`src/rtl/dualport_ram_p.sv`:
```
`default_nettype none
// ============================================================================
// Module      : dualport_ram_p
// Description : True dual-port RAM with a zero-fill sweep after reset,
//               port A priority on same-address writes, optional output reg.
// Revision    : 1.0 - initial release
// ============================================================================
module dualport_ram_p #(
    parameter int DW         = 8,
    parameter int AW         = 4,
    parameter int RD_MODE    = 0,
    parameter int OUT_REG    = 0,
    parameter int CLR_ON_RST = 1
) (
    input  logic          clk,
    input  logic          rst,
    input  logic          en_a,
    input  logic          w_a,
    input  logic [AW-1:0] add_a,
    input  logic [DW-1:0] d_in_a,
    output logic [DW-1:0] d_out_a,
    output logic          vld_a,
    input  logic          en_b,
    input  logic          w_b,
    input  logic [AW-1:0] add_b,
    input  logic [DW-1:0] d_in_b,
    output logic [DW-1:0] d_out_b,
    output logic          vld_b,
    output logic          busy,
    output logic          collision
);

    localparam int            c_DEPTH     = 1 << AW;
    localparam logic [AW-1:0] c_LAST_ADDR = {AW{1'b1}};
    localparam logic [0:0]    c_ST_INIT   = 1'b0;
    localparam logic [0:0]    c_ST_READY  = 1'b1;

    logic [0:0]    r_state;
    logic [AW-1:0] r_clr_cnt;
    logic [DW-1:0] r_mem [c_DEPTH];
    logic          r_collision;
    logic          r_s1_vld_a;
    logic          r_s1_vld_b;
    logic [DW-1:0] r_s1_dat_a;
    logic [DW-1:0] r_s1_dat_b;

    logic          w_ready;
    logic          w_clr;
    logic          w_same_wr;
    logic          w_wr_a;
    logic          w_wr_b;
    logic          w_ret_a;
    logic          w_ret_b;
    logic [DW-1:0] w_ret_dat_a;
    logic [DW-1:0] w_ret_dat_b;

    assign w_ready   = !rst && (r_state == c_ST_READY);
    assign w_clr     = !rst && (r_state == c_ST_INIT);
    assign w_same_wr = w_ready && en_a && w_a && en_b && w_b && (add_a == add_b);
    assign w_wr_a    = w_ready && en_a && w_a;
    assign w_wr_b    = w_ready && en_b && w_b && !w_same_wr;

    // A write cycle only produces output data in write-first mode
    assign w_ret_a     = w_ready && en_a && (!w_a || (RD_MODE != 0));
    assign w_ret_b     = w_ready && en_b && (!w_b || (RD_MODE != 0));
    assign w_ret_dat_a = w_a ? d_in_a : r_mem[add_a];
    // A dropped B write reports the value that actually landed (port A's)
    assign w_ret_dat_b = !w_b ? r_mem[add_b] : (w_same_wr ? d_in_a : d_in_b);

    assign busy      = (r_state == c_ST_INIT);
    assign collision = r_collision;

    always_ff @(posedge clk) begin
        if (rst) begin
            r_state   <= (CLR_ON_RST != 0) ? c_ST_INIT : c_ST_READY;
            r_clr_cnt <= '0;
        end else if (r_state == c_ST_INIT) begin
            r_clr_cnt <= r_clr_cnt + 1'b1;
            if (r_clr_cnt == c_LAST_ADDR) begin
                r_state <= c_ST_READY;
            end
        end
    end

    // Memory has no reset so contents survive rst when the sweep is disabled
    always_ff @(posedge clk) begin
        if (w_clr) begin
            r_mem[r_clr_cnt] <= '0;
        end else begin
            if (w_wr_a) begin
                r_mem[add_a] <= d_in_a;
            end
            if (w_wr_b) begin
                r_mem[add_b] <= d_in_b;
            end
        end
    end

    always_ff @(posedge clk) begin
        if (rst) begin
            r_collision <= 1'b0;
            r_s1_vld_a  <= 1'b0;
            r_s1_vld_b  <= 1'b0;
            r_s1_dat_a  <= '0;
            r_s1_dat_b  <= '0;
        end else begin
            r_collision <= w_same_wr;
            r_s1_vld_a  <= w_ret_a;
            r_s1_vld_b  <= w_ret_b;
            if (w_ret_a) begin
                r_s1_dat_a <= w_ret_dat_a;
            end
            if (w_ret_b) begin
                r_s1_dat_b <= w_ret_dat_b;
            end
        end
    end

    generate
        if (OUT_REG != 0) begin : g_out_reg
            logic          r_s2_vld_a;
            logic          r_s2_vld_b;
            logic [DW-1:0] r_s2_dat_a;
            logic [DW-1:0] r_s2_dat_b;

            always_ff @(posedge clk) begin
                if (rst) begin
                    r_s2_vld_a <= 1'b0;
                    r_s2_vld_b <= 1'b0;
                    r_s2_dat_a <= '0;
                    r_s2_dat_b <= '0;
                end else begin
                    r_s2_vld_a <= r_s1_vld_a;
                    r_s2_vld_b <= r_s1_vld_b;
                    if (r_s1_vld_a) begin
                        r_s2_dat_a <= r_s1_dat_a;
                    end
                    if (r_s1_vld_b) begin
                        r_s2_dat_b <= r_s1_dat_b;
                    end
                end
            end

            assign d_out_a = r_s2_dat_a;
            assign vld_a   = r_s2_vld_a;
            assign d_out_b = r_s2_dat_b;
            assign vld_b   = r_s2_vld_b;
        end else begin : g_no_out_reg
            assign d_out_a = r_s1_dat_a;
            assign vld_a   = r_s1_vld_a;
            assign d_out_b = r_s1_dat_b;
            assign vld_b   = r_s1_vld_b;
        end
    endgenerate

endmodule
`default_nettype wire
```
`config.mk`:
```
export PLATFORM = sky130hd
export DESIGN_NAME = dualport_ram_p
export DESIGN_NICKNAME = d
export VERILOG_FILES = /design/src/rtl/dualport_ram_p.sv
export SDC_FILE = /design/constraint.sdc
export NUM_CORES = 1
export LEC_CHECK = 0
export CORE_ASPECT_RATIO = 0.6
export CORE_UTILIZATION = 29
export CTS_CLUSTER_DIAMETER = 120
export DETAILED_ROUTE_END_ITERATION = 10
export GPL_TIMING_DRIVEN = 0
export PLACE_DENSITY = 0.51
export SLEW_MARGIN = 15
export SYNTH_ARGS = -nofsm -noshare
export SYNTH_HDL_FRONTEND = slang
export SYNTH_SLANG_ARGS = --single-unit
```
`constraint.sdc`:
```
create_clock -name clk -period 4.1 [get_ports clk]
set_clock_uncertainty 0.05 [all_clocks]
set_input_delay 0.82 -clock clk [delete_from_list [all_inputs] [get_ports clk]]
set_output_delay 0.82 -clock clk [all_outputs]
set_load 0.005 [all_outputs]
```
==> impl_metrics.py <==
metrics = {
    "timing": {
        "setup_ws_ns": -0.0982,
        "max_freq_ghz": 0.238,
        "relSlewSlack": 0.220,
        "tns_ns": -0.722,
        "grt_setup_unrepaired": "true",
        "finalCriticalPeriod_ns": 4.20,
        "setup_violations": 8,
        "worst_pin_slew_ns": 1.17,
        "hold_viol_final": 0,
        "fin_crit_sh": 1.02,
        "slew_violations": 0,
    },
    "floorplanning": {
        "core.rowCount": 48,
        "die_area_mm2": 0.0310,
        "die_y_um": 137,
        "die_x_um": 226,
        "io_pins": 50,
        "core_area_mm2": 0.0292,
        "start_util": 0.300,
    },
    "pwr": {
        "ir_worst_vdd_v": 0.000286,
        "leakage_uw": 0.00368,
        "p_total_uw": 3570,
        "power_density_mw_per_mm2": 344,
    },
    "logic_synthesis": {
        "syn-cell-area_mm2": 0.00877,
        "synth_nets": 718,
        "synth-simple-area-share": 0.0957,
        "synth-xor-area-share": 0.00699,
        "yosysUniqueCellTypes": 42,
        "synth_top_family_by_area": "multiplexers",
        "avgSynthCellArea_um2": 12.8,
        "ys_seq_area_frac": 0.493,
        "synth_compound_area_frac": 0.0993,
        "synth_cells": 687,
        "ys_ff_latch": 152,
        "synth_top_area_share": 0.438,
        "yosysTopAreaCell": "edfxtp_1",
        "synth_fa_ha_area_frac": 0.00143,
        "synth_mux_area_frac": 0.273,
        "yosysWarnings": 0,
        "ys_top_cells_by_area": "edfxtp_1 44%, mux4_2 10%, mux2_2 8.3%",
    },
    "global_routing": {
        "antenna_found_initial": 1,
        "grt_pass1_vias": 6055,
        "grt_pass1_wl_um": 45000,
        "grt_overflow": 0,
        "track_usage": 0.213,
        "grt_max_degree": 17,
    },
    "cts": {
        "cts-buffers-inserted": 17,
        "cts_tree": "built",
        "clock_path_buffers": 2,
        "clk_pin_slew_ns": 0.06,
        "cts_sinks": 152,
        "h-tree-depth": 4,
        "clkLatencyLatePin_ns": 0.45,
        "cts_root_buf": "clkbuf_16",
    },
    "worst_setup_path": {
        "critical_path.top_delay_family": "buffers and inverters",
        "cp.required_ns": 4.11,
        "worstSetupPathType": "in -> reg",
        "arrival_ns": 4.21,
        "crit_chain": "clkdlybuf4s50_1 > and2_1 > clkbuf_1 > nand2_1 > a211oi_2 > clkbuf_1 > o21bai_1",
        "worst-path-max-fanout": 10,
        "start_kind": "input pin",
        "max_stage_delay_ns": 0.66,
        "timing.critical_path.mode_cell": "clkbuf_1",
        "slowest_stage": "clkdlybuf4s50_1",
        "endpoint_kind": "flop",
        "critPathBufInv": 3,
    },
    "place": {
        "io_buffer_count": 46,
        "gp_congestion": 0.859,
        "dp_hpwl_um": 23000,
    },
    "route": {
        "wirelength_um": 31600,
        "drcViolationCount": 0,
        "dr.pass1.iters": 7,
        "wl_per_cell_um": 27.1,
        "drtIter0Drc": 977,
        "via_per_inst": 5.57,
        "ant_nets": 0,
        "num_vias": 6490,
    },
    "final_layout": {
        "final_cell_mix": "128 x edfxtp_1, 68 x nand2_1, 65 x mux2_2",
        "antenna_cells": 0,
        "final_nets": 784,
        "fin_util": 0.355,
        "final_common_cell": "edfxtp_1",
        "layout-drive-gt1-share": 0.245,
        "area_growth_syn_to_layout_pct": 18.3,
    },
    "worst_hold_path": {
        "min_path_type": "reg -> reg",
    },
    "status": {
        "failed_checks": "setup timing",
        "status": "finished with violations",
    },
    "flow_run": {
        "drv_cap": 0,
    },
}
-- cell type report --
type	instances	area, um2
fillers	2887	18900
flip-flops and latches	152	4320
multi-input cells	476	4240
well taps	400	500
clock buffers	23	468
repair buffers	47	468
plain buffers	55	251
clock inverters	9	100
inverters	4	15.0
-- what timing repair did --
item | 4_1_cts | 5_1_grt
buffers inserted | 0 | 0
gates resized for setup | 2 | 5
hold buffers | 0 | 0
endpoints found under the setup margin | 16 | 64
-- power by group --
part | switching [uW] | internal (uW) | leakage [uW]
Combinational | 188 | 108 | 0.00184
Clock | 667 | 923 | 0.000280
Sequential | 12.5 | 1670 | 0.00155
-- cell families (layout without fill, tap and decap cells) --
kind of cell / Yosys count / in the layout
DFF: 152 / 152
and+or+nand+nor: 156 / 156
adders and majority gates: 1 / 1
AOI/OAI and AO/OA: 133 / 133
muxes: 179 / 179
xor gates and xnor gates: 7 / 7
buffers and inverters: 59 / 138
-- cell usage after synthesis (all sizes together) --
library cell	number
edfxtp	128
mux2	81
nand2	68
mux2i	58
o21ai	57
mux4	40
buf	37
nor2	26
dfxtp	24
a211oi	22
nor3	19
clkbuf	18
o22ai	16
o21bai	15
nor2b	11
and2	10
a2111oi	8
o2bb2a	7
xor2	6
a31oi	4
inv	4
nand4	4
nor3b	4
nand2b	3
nand3	3
or3	3
a21oi	2
nand3b	2
a2bb2oi	1
a41oi	1
ha	1
nand4b	1
nor4	1
or2	1
xnor2	1
-- metal layers --
| layer | up-vias | share of wire | GRT usage |
|---|---|---|---|
| met3 | 27 | 0.098 | 0.0578 |
| li1 | 2820 | - | - |
| met5 | - | 0 | 0 |
| met1 | 3314 | 0.51 | 0.337 |
| met2 | 329 | 0.38 | 0.274 |
| met4 | 0 | 0.013 | 0.0544 |
-- sequential cells by signal, indices dropped and copies added, names as in the netlist --
name       count
vld_b          1
collision      1
d_out_a        8
vld_a          1
d_out_b        8
r_mem        128
r_state        1
r_clr_cnt      4
-- through the flow --
step | hold slack, ns | cells | area (um2) | setup slack [ns]
floorplan | 0.412 | 687 | 8770 | 1.05
global placement | 0.444 | 1133 | 9730 | -1.22
detailed placement | 0.445 | 1134 | 9770 | -0.685
CTS | 0.453 | 1166 | 10300 | 0.0327
global route | 0.471 | 1166 | 10400 | -0.127
finish | 0.450 | 1166 | 10400 | -0.0982
-- final timing paths --
check | from | endpoint | slack, ns | cells after the start
worst min-delay path | d_out_b[6] | d_out_b[6] | 0.45 | 2
worst max-delay path | add_b[1] | r_mem[3][5] | -0.1 | 7
worst max register to register | r_state | r_mem[7][5] | 0.46 | 7
worst min register to register | d_out_b[6] | d_out_b[6] | 0.45 | 2
-- worst min-delay path, cell delays in order, from the launching register on --
cell	delay (ns)
dfxtp_1	0.31
nor2_1	0.09
a211oi_1	0.05
Power figures use the tool's default switching activity.
